### src/rtl/multicycle_control_unit_pkg.sv
// Shared definitions for the multicycle MIPS control unit: opcodes, state
// encoding, datapath select codes and the packed control word.
package multicycle_control_unit_pkg;

  localparam logic [5:0] OP_RTYPE = 6'b000000;
  localparam logic [5:0] OP_LW    = 6'b100011;
  localparam logic [5:0] OP_SW    = 6'b101011;
  localparam logic [5:0] OP_BEQ   = 6'b000100;
  localparam logic [5:0] OP_J     = 6'b000010;

  typedef enum logic [3:0] {
    S_FETCH     = 4'd0,
    S_DECODE    = 4'd1,
    S_MEM_ADDR  = 4'd2,
    S_MEM_READ  = 4'd3,
    S_MEM_WB    = 4'd4,
    S_MEM_WRITE = 4'd5,
    S_EXECUTE   = 4'd6,
    S_R_WB      = 4'd7,
    S_BRANCH    = 4'd8,
    S_JUMP      = 4'd9
  } state_t;

  localparam logic [1:0] ALU_ADD   = 2'b00;
  localparam logic [1:0] ALU_SUB   = 2'b01;
  localparam logic [1:0] ALU_FUNCT = 2'b10;

  localparam logic [1:0] SRCB_B         = 2'b00;
  localparam logic [1:0] SRCB_FOUR      = 2'b01;
  localparam logic [1:0] SRCB_IMM       = 2'b10;
  localparam logic [1:0] SRCB_IMM_SHIFT = 2'b11;

  localparam logic [1:0] PCSRC_ALU    = 2'b00;
  localparam logic [1:0] PCSRC_ALUOUT = 2'b01;
  localparam logic [1:0] PCSRC_JUMP   = 2'b10;

  typedef struct packed {
    logic       pc_write;
    logic       pc_write_cond;
    logic       i_or_d;
    logic       mem_read;
    logic       mem_write;
    logic       ir_write;
    logic       mem_to_reg;
    logic       reg_dst;
    logic       reg_write;
    logic       alu_src_a;
    logic [1:0] alu_src_b;
    logic [1:0] alu_operation;
    logic [1:0] pc_source;
    logic       instr_done;
    logic       illegal_op;
  } ctrl_t;

  function automatic logic is_supported_opcode(input logic [5:0] op);
    return (op == OP_RTYPE) || (op == OP_LW) || (op == OP_SW) ||
           (op == OP_BEQ) || (op == OP_J);
  endfunction

endpackage

### src/rtl/multicycle_control_unit_control_output_decoder.sv
// Combinational decode of the current FSM state (plus the memory handshake)
// into the datapath control word; unknown states produce an all-zero word.
module control_output_decoder
  import multicycle_control_unit_pkg::*;
(
  input  state_t state,
  input  logic   mem_ready,
  input  logic   illegal_op,
  output ctrl_t  ctrl
);

  always_comb begin
    ctrl = '0;
    case (state)
      S_FETCH: begin
        ctrl.mem_read      = 1'b1;
        ctrl.alu_src_b     = SRCB_FOUR;
        ctrl.alu_operation = ALU_ADD;
        ctrl.pc_source     = PCSRC_ALU;
        ctrl.ir_write      = mem_ready;
        ctrl.pc_write      = mem_ready;
      end
      // Precompute the branch target into ALUOut while the opcode is examined.
      S_DECODE: begin
        ctrl.alu_src_b     = SRCB_IMM_SHIFT;
        ctrl.alu_operation = ALU_ADD;
        ctrl.illegal_op    = illegal_op;
        ctrl.instr_done    = illegal_op;
      end
      S_MEM_ADDR: begin
        ctrl.alu_src_a     = 1'b1;
        ctrl.alu_src_b     = SRCB_IMM;
        ctrl.alu_operation = ALU_ADD;
      end
      S_MEM_READ: begin
        ctrl.mem_read = 1'b1;
        ctrl.i_or_d   = 1'b1;
      end
      S_MEM_WB: begin
        ctrl.reg_write  = 1'b1;
        ctrl.mem_to_reg = 1'b1;
        ctrl.instr_done = 1'b1;
      end
      S_MEM_WRITE: begin
        ctrl.mem_write  = 1'b1;
        ctrl.i_or_d     = 1'b1;
        ctrl.instr_done = mem_ready;
      end
      S_EXECUTE: begin
        ctrl.alu_src_a     = 1'b1;
        ctrl.alu_src_b     = SRCB_B;
        ctrl.alu_operation = ALU_FUNCT;
      end
      S_R_WB: begin
        ctrl.reg_write  = 1'b1;
        ctrl.reg_dst    = 1'b1;
        ctrl.instr_done = 1'b1;
      end
      S_BRANCH: begin
        ctrl.alu_src_a     = 1'b1;
        ctrl.alu_src_b     = SRCB_B;
        ctrl.alu_operation = ALU_SUB;
        ctrl.pc_write_cond = 1'b1;
        ctrl.pc_source     = PCSRC_ALUOUT;
        ctrl.instr_done    = 1'b1;
      end
      S_JUMP: begin
        ctrl.pc_write   = 1'b1;
        ctrl.pc_source  = PCSRC_JUMP;
        ctrl.instr_done = 1'b1;
      end
      default: ctrl = '0;
    endcase
  end

endmodule

### src/rtl/multicycle_control_unit.sv
// Main control FSM for the multicycle MIPS datapath: sequences each
// instruction through fetch/decode/execute/memory/write-back with memory stalls.
module multicycle_control_unit
  import multicycle_control_unit_pkg::*;
(
  input  logic       clk,
  input  logic       reset,
  input  logic [5:0] Opcode,
  input  logic       MemReady,
  output logic       PCWrite,
  output logic       PCWriteCond,
  output logic       IorD,
  output logic       MemRead,
  output logic       MemWrite,
  output logic       IRWrite,
  output logic       MemtoReg,
  output logic       RegDst,
  output logic       RegWrite,
  output logic       ALUSrcA,
  output logic [1:0] ALUSrcB,
  output logic [1:0] ALUOperation,
  output logic [1:0] PCSource,
  output logic       InstrDone,
  output logic       IllegalOp
);

  state_t state, state_next;
  ctrl_t  dec_ctrl, ctrl;
  logic   illegal_op;

  always_ff @(posedge clk or posedge reset) begin
    if (reset) state <= S_FETCH;
    else       state <= state_next;
  end

  assign illegal_op = !is_supported_opcode(Opcode);

  always_comb begin
    state_next = S_FETCH;
    case (state)
      S_FETCH:     state_next = MemReady ? S_DECODE : S_FETCH;
      S_DECODE: begin
        case (Opcode)
          OP_LW, OP_SW: state_next = S_MEM_ADDR;
          OP_RTYPE:     state_next = S_EXECUTE;
          OP_BEQ:       state_next = S_BRANCH;
          OP_J:         state_next = S_JUMP;
          default:      state_next = S_FETCH;
        endcase
      end
      // A corrupted opcode here abandons the instruction rather than guessing.
      S_MEM_ADDR: begin
        if (Opcode == OP_LW)      state_next = S_MEM_READ;
        else if (Opcode == OP_SW) state_next = S_MEM_WRITE;
        else                      state_next = S_FETCH;
      end
      S_MEM_READ:  state_next = MemReady ? S_MEM_WB : S_MEM_READ;
      S_MEM_WB:    state_next = S_FETCH;
      S_MEM_WRITE: state_next = MemReady ? S_FETCH : S_MEM_WRITE;
      S_EXECUTE:   state_next = S_R_WB;
      S_R_WB:      state_next = S_FETCH;
      S_BRANCH:    state_next = S_FETCH;
      S_JUMP:      state_next = S_FETCH;
      default:     state_next = S_FETCH;
    endcase
  end

  control_output_decoder u_decoder (
    .state      (state),
    .mem_ready  (MemReady),
    .illegal_op (illegal_op),
    .ctrl       (dec_ctrl)
  );

  // The register already sits in FETCH during reset, so gate the word to keep
  // every enable quiet until reset is released.
  always_comb begin
    ctrl = reset ? '0 : dec_ctrl;
  end

  assign PCWrite      = ctrl.pc_write;
  assign PCWriteCond  = ctrl.pc_write_cond;
  assign IorD         = ctrl.i_or_d;
  assign MemRead      = ctrl.mem_read;
  assign MemWrite     = ctrl.mem_write;
  assign IRWrite      = ctrl.ir_write;
  assign MemtoReg     = ctrl.mem_to_reg;
  assign RegDst       = ctrl.reg_dst;
  assign RegWrite     = ctrl.reg_write;
  assign ALUSrcA      = ctrl.alu_src_a;
  assign ALUSrcB      = ctrl.alu_src_b;
  assign ALUOperation = ctrl.alu_operation;
  assign PCSource     = ctrl.pc_source;
  assign InstrDone    = ctrl.instr_done;
  assign IllegalOp    = ctrl.illegal_op;

endmodule

### config.mk
export PLATFORM = sky130hd
export DESIGN_NAME = multicycle_control_unit
export DESIGN_NICKNAME = d
export VERILOG_FILES = /design/src/rtl/multicycle_control_unit_pkg.sv /design/src/rtl/multicycle_control_unit_control_output_decoder.sv /design/src/rtl/multicycle_control_unit.sv
export SDC_FILE = /design/constraint.sdc
export NUM_CORES = 1
export LEC_CHECK = 0
export CORE_AREA = 2 2 39 41
export CTS_BUF_LIST = sky130_fd_sc_hd__clkbuf_8
export DETAILED_ROUTE_END_ITERATION = 10
export DIE_AREA = 0 0 41 43
export MAX_ROUTING_LAYER = met4
export PLACE_DENSITY = 0.82
export SETUP_SLACK_MARGIN = 0.4
export SYNTH_ARGS = -nofsm -noshare
export SYNTH_HDL_FRONTEND = slang
export SYNTH_SLANG_ARGS = --single-unit
### constraint.sdc
create_clock -name clk -period 2.1 [get_ports clk]
set_input_delay 0.42 -clock clk [delete_from_list [all_inputs] [get_ports clk]]
set_output_delay 0.42 -clock clk [all_outputs]
set_load 0.05 [all_outputs]
==> results of run 1 <==
-- per-stage QoR --
step	util	hold WS, ps	instance area [um2]	std cells	worst slack (ps)
after floorplan	-	356	757	78	10.8
after global placement	0.920	673	1270	129	-267
after detailed placement	0.920	679	1270	129	-296
-- cell families after synthesis --
kind of cell | after synthesis | share of synthesized area
compound gates | 18 | 0.229
xor+xnor | 2 | 0.0315
simple gates | 44 | 0.472
flops | 4 | 0.180
buf+inv | 10 | 0.0876
-- synth_stat cells (all sizes together), types with 2 or more instances --
cell	instances
dfrtp	4
nand3b	2
o2bb2ai	2
nor4	6
nand2	5
inv	2
buf	7
o21ai	2
nand2b	4
and3	2
nor3b	2
a21oi	4
a2bb2oi	2
nor2	8
nor2b	3
nor3	6
==> flow_summary.json, run 1 <==
{
  "outcome": "stopped before the end",
  "stop_stage": "clock tree synthesis",
  "error": "[ERROR DPL-0038] Utilization greater than 100%, impossible to legalize",
  "die_x_um": 41,
  "cts_root_buf": "clkbuf_8",
  "synthFlopType": "dfrtp_1",
  "synth_area_um2": 557,
  "synthDistinctLibCells": 37,
  "port_buffers": 26,
  "syn_area_per_cell_um2": 7.14,
  "clock_path_buffers": 2,
  "cts-resized-gates": 41,
  "hpwlAfterDp_um": 1750,
  "synth_top_cell_by_area": "dfrtp_1",
  "num_rows": 14,
  "place_congestion": 0.822,
  "synthCells": 78,
  "ctsHtreeMaxLevel": 1,
  "ys.warnings.count": 0,
  "ys_ff_latch": 4,
  "start_util": 0.402,
  "ios": 27,
  "numCtsBuffers": 3,
  "post_cts_buffers": 4,
  "synth-async-reset-ratio": 1.00,
  "synthesis.nets": 87,
  "fp.dieH_um": 43,
  "netlist.area_leader.share": 0.180,
  "cts_sinks": 4,
  "hold_buffers": 0,
  "ys_seq_area_frac": 0.180,
  "synth_area_leaders": "dfrtp_1, nor4_1, buf_2, nor3_1, nor2_1",
  "synth_edf_count": 0
}
==> run 2: changes to the inputs <==
- CORE_AREA: 2 2 39 41 -> 2 2 63 65
- CTS_BUF_LIST: sky130_fd_sc_hd__clkbuf_8 -> unset
- DIE_AREA: 0 0 41 43 -> 0 0 65 67
- MAX_ROUTING_LAYER: met4 -> unset
- PLACE_DENSITY: 0.82 -> unset
- PLACE_DENSITY_LB_ADDON: unset -> 0.15
- SETUP_SLACK_MARGIN: 0.4 -> unset
==> run 2 against run 1 <==
Against the previous run: the flow now finishes without violations; synthesized area unchanged; synthesized cell count unchanged.
==> flow_summary.json, run 2 <==
{
  "port_buffers": 26,
  "antenna_cells": 0,
  "synth-async-reset-ratio": 1.00,
  "grt_pass1_wl_um": 3600,
  "synth_top_cell_by_area": "dfrtp_1",
  "wl_per_cell_um": 12.1,
  "p_per_area_nw_per_um2": 332,
  "wirelength_um": 2170,
  "worstMarginPinSlew_ps": 403,
  "clk_pin_slew_worst_paths_ps": 30,
  "netlist.area_leader.share": 0.180,
  "drive_gt1_frac": 0.561,
  "largest_reg_flops": 4,
  "reg_top3": "state x4",
  "grt_usage": 0.105,
  "period_needed_ps": 2080,
  "whs_ps": 527,
  "rr_endpoint": "state[0]",
  "grt_start_max_net_pins": 20,
  "place_ws_ps": -204,
  "startpoint_type": "flip-flop",
  "clock_path_buffers": 2,
  "cts_root_buf": "clkbuf_8",
  "cts_tree": "built",
  "drt_iter0_markers": 21,
  "ys.warnings.count": 0,
  "regMostFlops": "state",
  "remaining_drc_errors": 0,
  "synthDistinctLibCells": 37,
  "ctsHtreeMaxLevel": 1,
  "final_common_cell": "buf_4",
  "r2r_slack_ps": 660,
  "place_congestion": 0.733,
  "critPathRequiredTime_ps": 1680,
  "fmax_mhz": 481,
  "synth_edf_count": 0,
  "grt_setup_unrepaired": "yes",
  "worstSetupPathType": "reg2out",
  "start_util": 0.154,
  "coreArea_um2": 3610,
  "syn_area_per_cell_um2": 7.14,
  "finalCritPeriodShare": 0.989,
  "area_growth_pct": 151,
  "hp-class": "in2async",
  "grt_pass1_vias": 804,
  "fp.dieH_um": 67,
  "p_leak_nw": 0.584,
  "via_per_inst": 4.47,
  "mostFrequentLayoutCells": "buf_4, buf_12, nor2_1",
  "final_nets": 143,
  "finalHoldViolations": 0,
  "slew_viol_final": 0,
  "dieArea_um2": 4360,
  "ys_seq_area_frac": 0.180,
  "cp_max_fo": 4,
  "ios": 27,
  "hold_buffers": 0,
  "ys_ff_latch": 4,
  "num_rows": 22,
  "clkLatencyLatePin_ps": 220,
  "antenna_found_initial": 0,
  "synth_area_leaders": "dfrtp_1, nor4_1, buf_2, nor3_1, nor2_1",
  "die_x_um": 65,
  "final_util": 0.388,
  "synth_area_um2": 557,
  "first_pass_iters": 4,
  "post-synth-top-count-cell": "nor2_1",
  "synthFlopType": "dfrtp_1",
  "power_w": 0.000465,
  "vias": 804,
  "r2r-start": "state[2]",
  "outcome": "finished, final reports clean",
  "end_kind": "primary output",
  "gr-total-overflow": 0,
  "timing.slew.headroom": 0.731,
  "cts_sinks": 4,
  "synthesis.nets": 87,
  "synth_common_cells": "nor2_1, buf_2, nor3_1",
  "ant_nets": 0,
  "numCtsBuffers": 3,
  "reg2regPathDepth": 5,
  "hpwlAfterDp_um": 1720,
  "cap_violations": 0,
  "final-setup-viol-count": 0,
  "finalWorstSetupSlack_ps": 22.3,
  "finClkSkew_ps": 1.10,
  "synthCells": 78,
  "arrival_ps": 1660,
  "vdd_drop_max_uv": 182
}
==> run 2: cell counts after synthesis <==
No cell type changed its count.
==> run 2: final cells by class <==
class                   instances  area [um2]
flip-flops and latches          4         103
well taps                      48        60.1
multi-input cells              64         495
clock buffers                   3        41.3
inverters                       2        7.51
fillers                       346        2210
repair buffers                 59         692
==> run 2: per-layer routing <==
layer / vias to the layer above / track usage / wire (um)
li1: 400 / - / -
met1: 378 / 0.117 / 870
met2: 24 / 0.204 / 1170
met3: 2 / 0.0118 / 108
met4: 0 / 0.0399 / 18
met5: - / 0 / 0
==> run 2: cell families (layout without fill, tap and decap cells) <==
logic type      after synthesis  count (layout)  synth area share
simple gates                 44              44             0.472
compound gates               18              18             0.229
buf+inv                      10              64            0.0876
flops                         4               4             0.180
xor+xnor                      2               2            0.0315
==> run 2: worst max path at each step <==
stage                    from   endpoint  slack (ps)  cells past startpoint
floorplan            state[2]    ALUSrcA        -420                      3
global placement     MemReady  InstrDone        -190                      6
detailed placement   MemReady  InstrDone        -200                      6
CTS                 Opcode[5]  InstrDone           9                      7
global route         state[1]    ALUSrcA         -10                      5
finish               state[1]  InstrDone          20                      4
==> run 2: through the flow <==
| stage | instances | setup TNS (ps) | instance area, um2 |
|---|---|---|---|
| floorplan | 78 | -1510 | 618 |
| global placement | 171 | -407 | 1280 |
| detailed placement | 171 | -431 | 1280 |
| CTS | 178 | 0 | 1380 |
| global route | 180 | -25.4 | 1400 |
| finish | 180 | 0 | 1400 |
==> run 2: critical path, cell delays in order (launching register included) <==
cell and delay [ps]:
dfrtp_1 400, or4_4 540, a31o_1 260, o41ai_4 70, buf_12 180
==> run 2: power breakdown <==
group / total (W) / switching (W) / leakage [nW] / internal [W]
clock: 0.000161 / 0.0000390 / 0.0216 / 0.000122
sequential: 0.0000820 / 0.00000167 / 0.0510 / 0.0000803
combinational: 0.000222 / 0.000115 / 0.511 / 0.000107
==> run 2: repair_timing <==
item / 4_1_cts / 5_1_grt
resized for setup: 13 / 3
setup endpoints to repair: 8 / 2
setup buffers: 4 / 2
pin swaps: 6 / 3
Power figures use the tool's default switching activity.
